==> src/rtl/rtc_bus_sequencer.sv <==
// ---------------------------------------------------------------------------
// rtc_bus_sequencer
//
// Bus-timing engine for an RTC chip with a multiplexed 8-bit address/data bus.
// It turns one request (address, direction, write data) into a two-phase bus
// transaction: an address phase (A/D low) followed by a data phase (A/D high).
// Each phase has three parts: setup, strobe, hold. A recovery period with chip
// select deasserted follows before the engine goes idle again.
//
// Ports
//   clk_i      system clock
//   reset_i    synchronous active-high reset
//   start_i    request strobe, accepted only while idle
//   wr_nrd_i   1 = write, 0 = read
//   addr_i     RTC register address
//   wdata_i    write data
//   rdata_o    last completed read data
//   busy_o     high in every non-idle state
//   done_o     one-cycle pulse in the first idle cycle after a transaction
//   bus_o      value driven onto the AD bus
//   bus_oe_o   1 = FPGA drives the AD bus
//   bus_i      sampled AD bus
//   ad_o       A/D select: 0 = address, 1 = data
//   cs_o       chip select, active low
//   rd_o       read strobe, active low
//   wr_o       write strobe, active low
//
// All outputs come straight from flops. They are decoded from the *next*
// state, so each output flop changes on the same edge as the state register
// and the pins always match the state of the current cycle.
// ---------------------------------------------------------------------------
module rtc_bus_sequencer #(
    parameter int T_SU  = 2,
    parameter int T_PW  = 4,
    parameter int T_HD  = 2,
    parameter int T_REC = 4
) (
    input  logic       clk_i,
    input  logic       reset_i,
    input  logic       start_i,
    input  logic       wr_nrd_i,
    input  logic [7:0] addr_i,
    input  logic [7:0] wdata_i,
    output logic [7:0] rdata_o,
    output logic       busy_o,
    output logic       done_o,
    output logic [7:0] bus_o,
    output logic       bus_oe_o,
    input  logic [7:0] bus_i,
    output logic       ad_o,
    output logic       cs_o,
    output logic       rd_o,
    output logic       wr_o
);

    typedef enum logic [2:0] {
        IDLE,
        A_SU,
        A_PW,
        A_HD,
        D_SU,
        D_PW,
        D_HD,
        REC
    } state_t;

    localparam int CW = 8;  // dwell counter width; every timing parameter is below 2**CW

    // Fixed state order of a transaction.
    function automatic state_t succ(input state_t s);
        case (s)
            A_SU:    return A_PW;
            A_PW:    return A_HD;
            A_HD:    return D_SU;
            D_SU:    return D_PW;
            D_PW:    return D_HD;
            D_HD:    return REC;
            default: return IDLE;
        endcase
    endfunction

    // Counter load value on state entry: the state lasts load+1 cycles.
    function automatic logic [CW-1:0] dwell(input state_t s);
        case (s)
            A_SU, D_SU: return CW'(T_SU - 1);
            A_PW, D_PW: return CW'(T_PW - 1);
            A_HD, D_HD: return CW'(T_HD - 1);
            REC:        return CW'(T_REC - 1);
            default:    return '0;
        endcase
    endfunction

    state_t        state_q, state_d;
    logic [CW-1:0] cnt_q, cnt_d;
    logic [7:0]    addr_q, addr_d;
    logic [7:0]    wdata_q, wdata_d;
    logic          is_wr_q, is_wr_d;
    logic [7:0]    rdata_q, rdata_d;
    logic          busy_q, busy_d;
    logic          done_q, done_d;
    logic [7:0]    bus_q, bus_d;
    logic          bus_oe_q, bus_oe_d;
    logic          ad_q, ad_d;
    logic          cs_n_q, cs_n_d;
    logic          rd_n_q, rd_n_d;
    logic          wr_n_q, wr_n_d;

    logic addr_phase, data_phase;

    // Next-state, request latch and dwell counter.
    always_comb begin
        // NOTE: every signal gets a default before the case; a path that
        // skipped an assignment would otherwise infer a latch.
        state_d = state_q;
        cnt_d   = cnt_q;
        addr_d  = addr_q;
        wdata_d = wdata_q;
        is_wr_d = is_wr_q;
        rdata_d = rdata_q;
        done_d  = 1'b0;

        if (state_q == IDLE) begin
            if (start_i) begin
                state_d = A_SU;
                cnt_d   = dwell(A_SU);
                addr_d  = addr_i;
                wdata_d = wdata_i;
                is_wr_d = wr_nrd_i;
            end
        end else if (cnt_q == '0) begin
            state_d = succ(state_q);
            cnt_d   = dwell(succ(state_q));
            // Capture read data on the edge that closes the last RD-low cycle.
            if (state_q == D_PW && !is_wr_q) begin
                rdata_d = bus_i;
            end
            if (state_q == REC) begin
                done_d = 1'b1;
            end
        end else begin
            cnt_d = cnt_q - CW'(1);
        end
    end

    // Output decode from the next state so the output flops track the state flop.
    assign addr_phase = (state_d == A_SU) || (state_d == A_PW) || (state_d == A_HD);
    assign data_phase = (state_d == D_SU) || (state_d == D_PW) || (state_d == D_HD);

    always_comb begin
        busy_d   = (state_d != IDLE);
        bus_d    = bus_q;  // holds its last value while not driven
        bus_oe_d = 1'b0;
        ad_d     = 1'b1;
        cs_n_d   = 1'b1;
        rd_n_d   = 1'b1;
        wr_n_d   = 1'b1;

        if (addr_phase) begin
            ad_d     = 1'b0;
            cs_n_d   = 1'b0;
            bus_oe_d = 1'b1;
            bus_d    = addr_d;
            wr_n_d   = (state_d != A_PW);  // address latch pulse for both directions
        end else if (data_phase) begin
            cs_n_d = 1'b0;
            if (is_wr_d) begin
                bus_oe_d = 1'b1;
                bus_d    = wdata_d;
                wr_n_d   = (state_d != D_PW);
            end else begin
                rd_n_d = (state_d != D_PW);
            end
        end
    end

    // NOTE: sequential state uses non-blocking assignments only, so every flop
    // samples the pre-edge values regardless of statement order.
    always_ff @(posedge clk_i) begin
        if (reset_i) begin
            state_q  <= IDLE;
            cnt_q    <= '0;
            addr_q   <= '0;
            wdata_q  <= '0;
            is_wr_q  <= 1'b0;
            rdata_q  <= '0;
            busy_q   <= 1'b0;
            done_q   <= 1'b0;
            bus_q    <= '0;
            bus_oe_q <= 1'b0;
            ad_q     <= 1'b1;
            cs_n_q   <= 1'b1;
            rd_n_q   <= 1'b1;
            wr_n_q   <= 1'b1;
        end else begin
            state_q  <= state_d;
            cnt_q    <= cnt_d;
            addr_q   <= addr_d;
            wdata_q  <= wdata_d;
            is_wr_q  <= is_wr_d;
            rdata_q  <= rdata_d;
            busy_q   <= busy_d;
            done_q   <= done_d;
            bus_q    <= bus_d;
            bus_oe_q <= bus_oe_d;
            ad_q     <= ad_d;
            cs_n_q   <= cs_n_d;
            rd_n_q   <= rd_n_d;
            wr_n_q   <= wr_n_d;
        end
    end

    assign rdata_o  = rdata_q;
    assign busy_o   = busy_q;
    assign done_o   = done_q;
    assign bus_o    = bus_q;
    assign bus_oe_o = bus_oe_q;
    assign ad_o     = ad_q;
    assign cs_o     = cs_n_q;
    assign rd_o     = rd_n_q;
    assign wr_o     = wr_n_q;

endmodule
==> config.mk <==
export PLATFORM = sky130hd
export DESIGN_NAME = rtc_bus_sequencer
export DESIGN_NICKNAME = d
export VERILOG_FILES = /design/src/rtl/rtc_bus_sequencer.sv
export SDC_FILE = /design/constraint.sdc
export NUM_CORES = 1
export LEC_CHECK = 0
export ABC_AREA = 1
export CAP_MARGIN = 20
export CORE_MARGIN = 2
export CORE_UTILIZATION = 40
export CTS_BUF_LIST = sky130_fd_sc_hd__clkbuf_2 sky130_fd_sc_hd__clkbuf_4 sky130_fd_sc_hd__clkbuf_8
export DETAILED_ROUTE_END_ITERATION = 12
export PLACE_DENSITY = 0.67
export SYNTH_ARGS = -nofsm -noshare
export SYNTH_HDL_FRONTEND = slang
export SYNTH_SLANG_ARGS = --single-unit
==> constraint.sdc <==
create_clock -name clk_i -period 1.75 [get_ports clk_i]
set_clock_uncertainty 0.1 [all_clocks]
set_input_delay 0.175 -clock clk_i [delete_from_list [all_inputs] [get_ports clk_i]]
set_output_delay 0.175 -clock clk_i [all_outputs]
set_load 0.02 [all_outputs]
==> results by group <==
Power and ir drop
  • PD cells: 1890 mW/mm²
  • Pleak: 1.60 nW
  • VDD IR max: 0.859 mV

Worst setup path
  • CP Class: reg2reg
  • Flop2flop setup slack: -30 ps
  • CP Capture Type: flop
  • Startpoint Class: flop
  • Worst Path Required: 1860 ps
  • CP Data Arrival Time: 1890 ps
  • Crit path max fanout: 8

STA
  • Min Hold Slack: 319 ps
  • Setup TNS: -148 ps
  • Final worst path period share: 1.01
  • Worst slew margin: 0.767
  • Fin crit period: around 1800 ps
  • Max-slew violation count: 0
  • Hold Violations, Final: 0
  • Worst setup margin: -25.7 ps
  • FMAX: 0.563 GHz
  • Measured slew at the worst slew-check pin: between 300 and 400 ps
  • RSZ-0062 raised after global routing: yes
  • Final setup viols: 8

Clock network
  • TritonCTS buffer count: 5
  • TritonCTS clock tree: done
  • Clk slew on worst S/H paths: about 100 ps
  • # hold bufs at CTS: 0
  • Clk buf depth: 2
  • Clock Latency Late Sink: 310 ps
  • Clock Sinks: 51
  • CTS HTree Levels: 2
  • Clk Tree Root Cell: clkbuf_8

Placement
  • RePlAce Congestion: 0.797
  • PortBufs: 50
  • Detailed placer's ending HPWL: just over 4 mm
  • Placed Cells incl. Taps: 485
  • Pre-CTS WS: -81.0 ps

Final layout
  • FILL cells: 555
  • Nets: 456
  • Inserted Diodes: 0
  • Fraction of layout cells with a size suffix above 1: 0.197
  • Layout overhead on the synthesized area: 40.1%
  • Non-filler instance count after layout: 501

Synthesis
  • Mean post-synth cell area: 7.25 µm²
  • Synth Area in Simple Gates: 0.344
  • Top cells by area, synth: dfxtp_1 (41%), nand2_1 (12%), inv_1 (8.1%), nor2_1 (6.9%), o21a_1 (5.1%)
  • Synth Register Bits: 51
  • Post-synthesis compound-gate area fraction: 0.107
  • Mapped Area: 0.00250 mm²
  • Synth Flop Type: dfxtp_1
  • Top-area cell type share of the netlist area: 0.408
  • Post-synth top area cell: dfxtp_1
  • Most frequent cell after synthesis: nand2_1
  • Mapped Nets: 375
  • Mux cell area share after synthesis: 0
  • FFs w/ async S/R, synth: 0
  • Largest family of logic cells by synthesized area: simple AND/OR/NAND/NOR gates
  • XOR/XNOR share of the synthesized area: 0.0140
  • Synth cell types: 33
  • Top cells by count, synth: nand2_1 (81), inv_1 (54), dfxtp_1 (51), nor2_1 (46), nand3_1 (22)
  • Synth warn: 0
  • Synth Area in Adders: 0.0100
  • Post-synth EDFFs: 0
  • Post-synthesis sequential area ratio: 0.408
  • Mapped Cells: 345

Floorplan
  • Total die area: 0.00690 mm²
  • Placeable Area: 0.00599 mm²
  • Die height: 83.1 µm
  • IO Pins: 51
  • Initial Util: 0.417
  • Die W: just over 80 µm
  • Cell Rows: 28

Min path
  • Hold WC Path Type: in2reg

Detailed routing
  • Detailed Route Iter0 Violations: 77
  • # DRC: 0
  • WL/cell: 12.0 µm
  • Via count: 2303
  • DRT Pass-1 Iters: 4
  • WL final: 6.00 mm
  • ANT nets after route: 0
  • Routed vias/inst: roughly 4.6

Run
  • Max-Cap Viols: 0

Global routing
  • First-pass GRT wire length: between 10 and 15 mm
  • Antenna violations before repair: 0
  • GRT overflow: 0
  • Largest net degree at the start of global routing: 29
  • All-Layer GR Usage: 0.178
  • Vias in the first global route: between 2000 and 2500

Outcome
  • Failing checks: negative setup slack
  • Status: finished, violations left
-- path summary, 6_finish.rpt --
kind         startpoint    endpoint  depth (start not counted)
min            bus_i[5]  rdata_o[5]                          3
max            cnt_q[1]    bus_o[2]                         14
min reg2reg  rdata_o[3]  rdata_o[3]                          2
max reg2reg    cnt_q[1]    bus_o[2]                         14
-- flip-flops by register name (all words and copies together), names as in the netlist, 3 cells and up --
register	flops
state_q	3
bus_o	8
addr_q	8
wdata_q	8
cnt_q	8
rdata_o	8
-- power breakdown --
part / internal (W) / leakage [nW] / switching (W)
registers: 0.00148 / 0.420 / 0.000145
clock network: 0.000274 / 0.0440 / 0.000387
logic: 0.00195 / 1.13 / 0.00238
total: 0.00371 / 1.60 / 0.00291
-- worst max-delay path, stage by stage (launching register included) --
cell and delay (ps):
dfxtp_2 340, inv_2 70, ha_4 160, inv_4 40, nor2_4 110, nand2_4 90, nand2_4 80, nand3_4 100
nand2_8 100, nand2_8 80, buf_12 160, nand2_1 50, nand2_1 50, nor2_1 90, nor2_1 40
-- placed cells by master, fill, tap and decap left out --
master            n
nor2_4            3
nand2_4           7
clkinv_1          1
nand3_4           2
xnor2_1           2
buf_16            1
clkbuf_8          5
clkinv_4          1
ha_1              1
a31oi_1           1
inv_2             8
nor2_8            3
inv_1            50
o21ai_0           4
nor4_1            1
nand3_1          20
a211oi_1          1
clkinv_2          2
nand3_2           3
clkdlybuf4s50_1  50
nand2_2           7
o31ai_1           1
ha_4              1
nand2_8           2
buf_4            31
xor2_1            2
nand4_1           5
buf_12            2
nor2_2            2
nor2_1           45
dfxtp_1          49
inv_4             1
nand2_1          75
o21a_1           17
a32oi_1           1
a21oi_1          16
o21ai_4           1
dfxtp_2           2
-- layout make-up --
| type | instances | area [µm²] | area share |
|---|---|---|---|
| tap | 75 | 93.8 | 0.0268 |
| clock buffer | 5 | 68.8 | 0.0196 |
| clock inverter | 2 | 13.8 | 0.00393 |
| multi-input combinational | 223 | 1270 | 0.362 |
| sequential | 51 | 1020 | 0.292 |
| timing repair buffer | 84 | 801 | 0.229 |
| inverter | 61 | 233 | 0.0665 |
-- cell families (layout without fill, tap and decap cells) --
logic type / after synthesis / in the layout
AND/OR/NAND/NOR: 174 / 175
flip-flops: 51 / 51
adder cells (fa/ha/maj): 2 / 2
AO/OA/AOI/OAI: 42 / 42
buffers and inverters: 72 / 152
XOR/XNOR: 4 / 4
-- per-layer routing --
layer,part of all wire,global-route usage,up-vias
met4,0.018,0.0641,0
met3,0.028,0.0278,9
met2,0.48,0.290,42
met1,0.47,0.238,1025
li1,-,-,1227
met5,0,0,-
-- per-stage QoR --
step           cell area, µm²  power (W)   util
5_1_grt                  3500    0.00718  0.585
6_report                 3500    0.00662  0.585
4_1_cts                  3450    0.00638  0.575
3_5_place_dp             3260    0.00533  0.544
3_3_place_gp             3260    0.00525  0.544
2_1_floorplan            2510    0.00419      -
-- timing repair --
action	CTS	global route
resized for setup	12	11
setup buffers	5	2
endpoints found under the setup margin	13	20
gates cloned	1	1
pin swaps	15	8
Power figures use the tool's default switching activity.
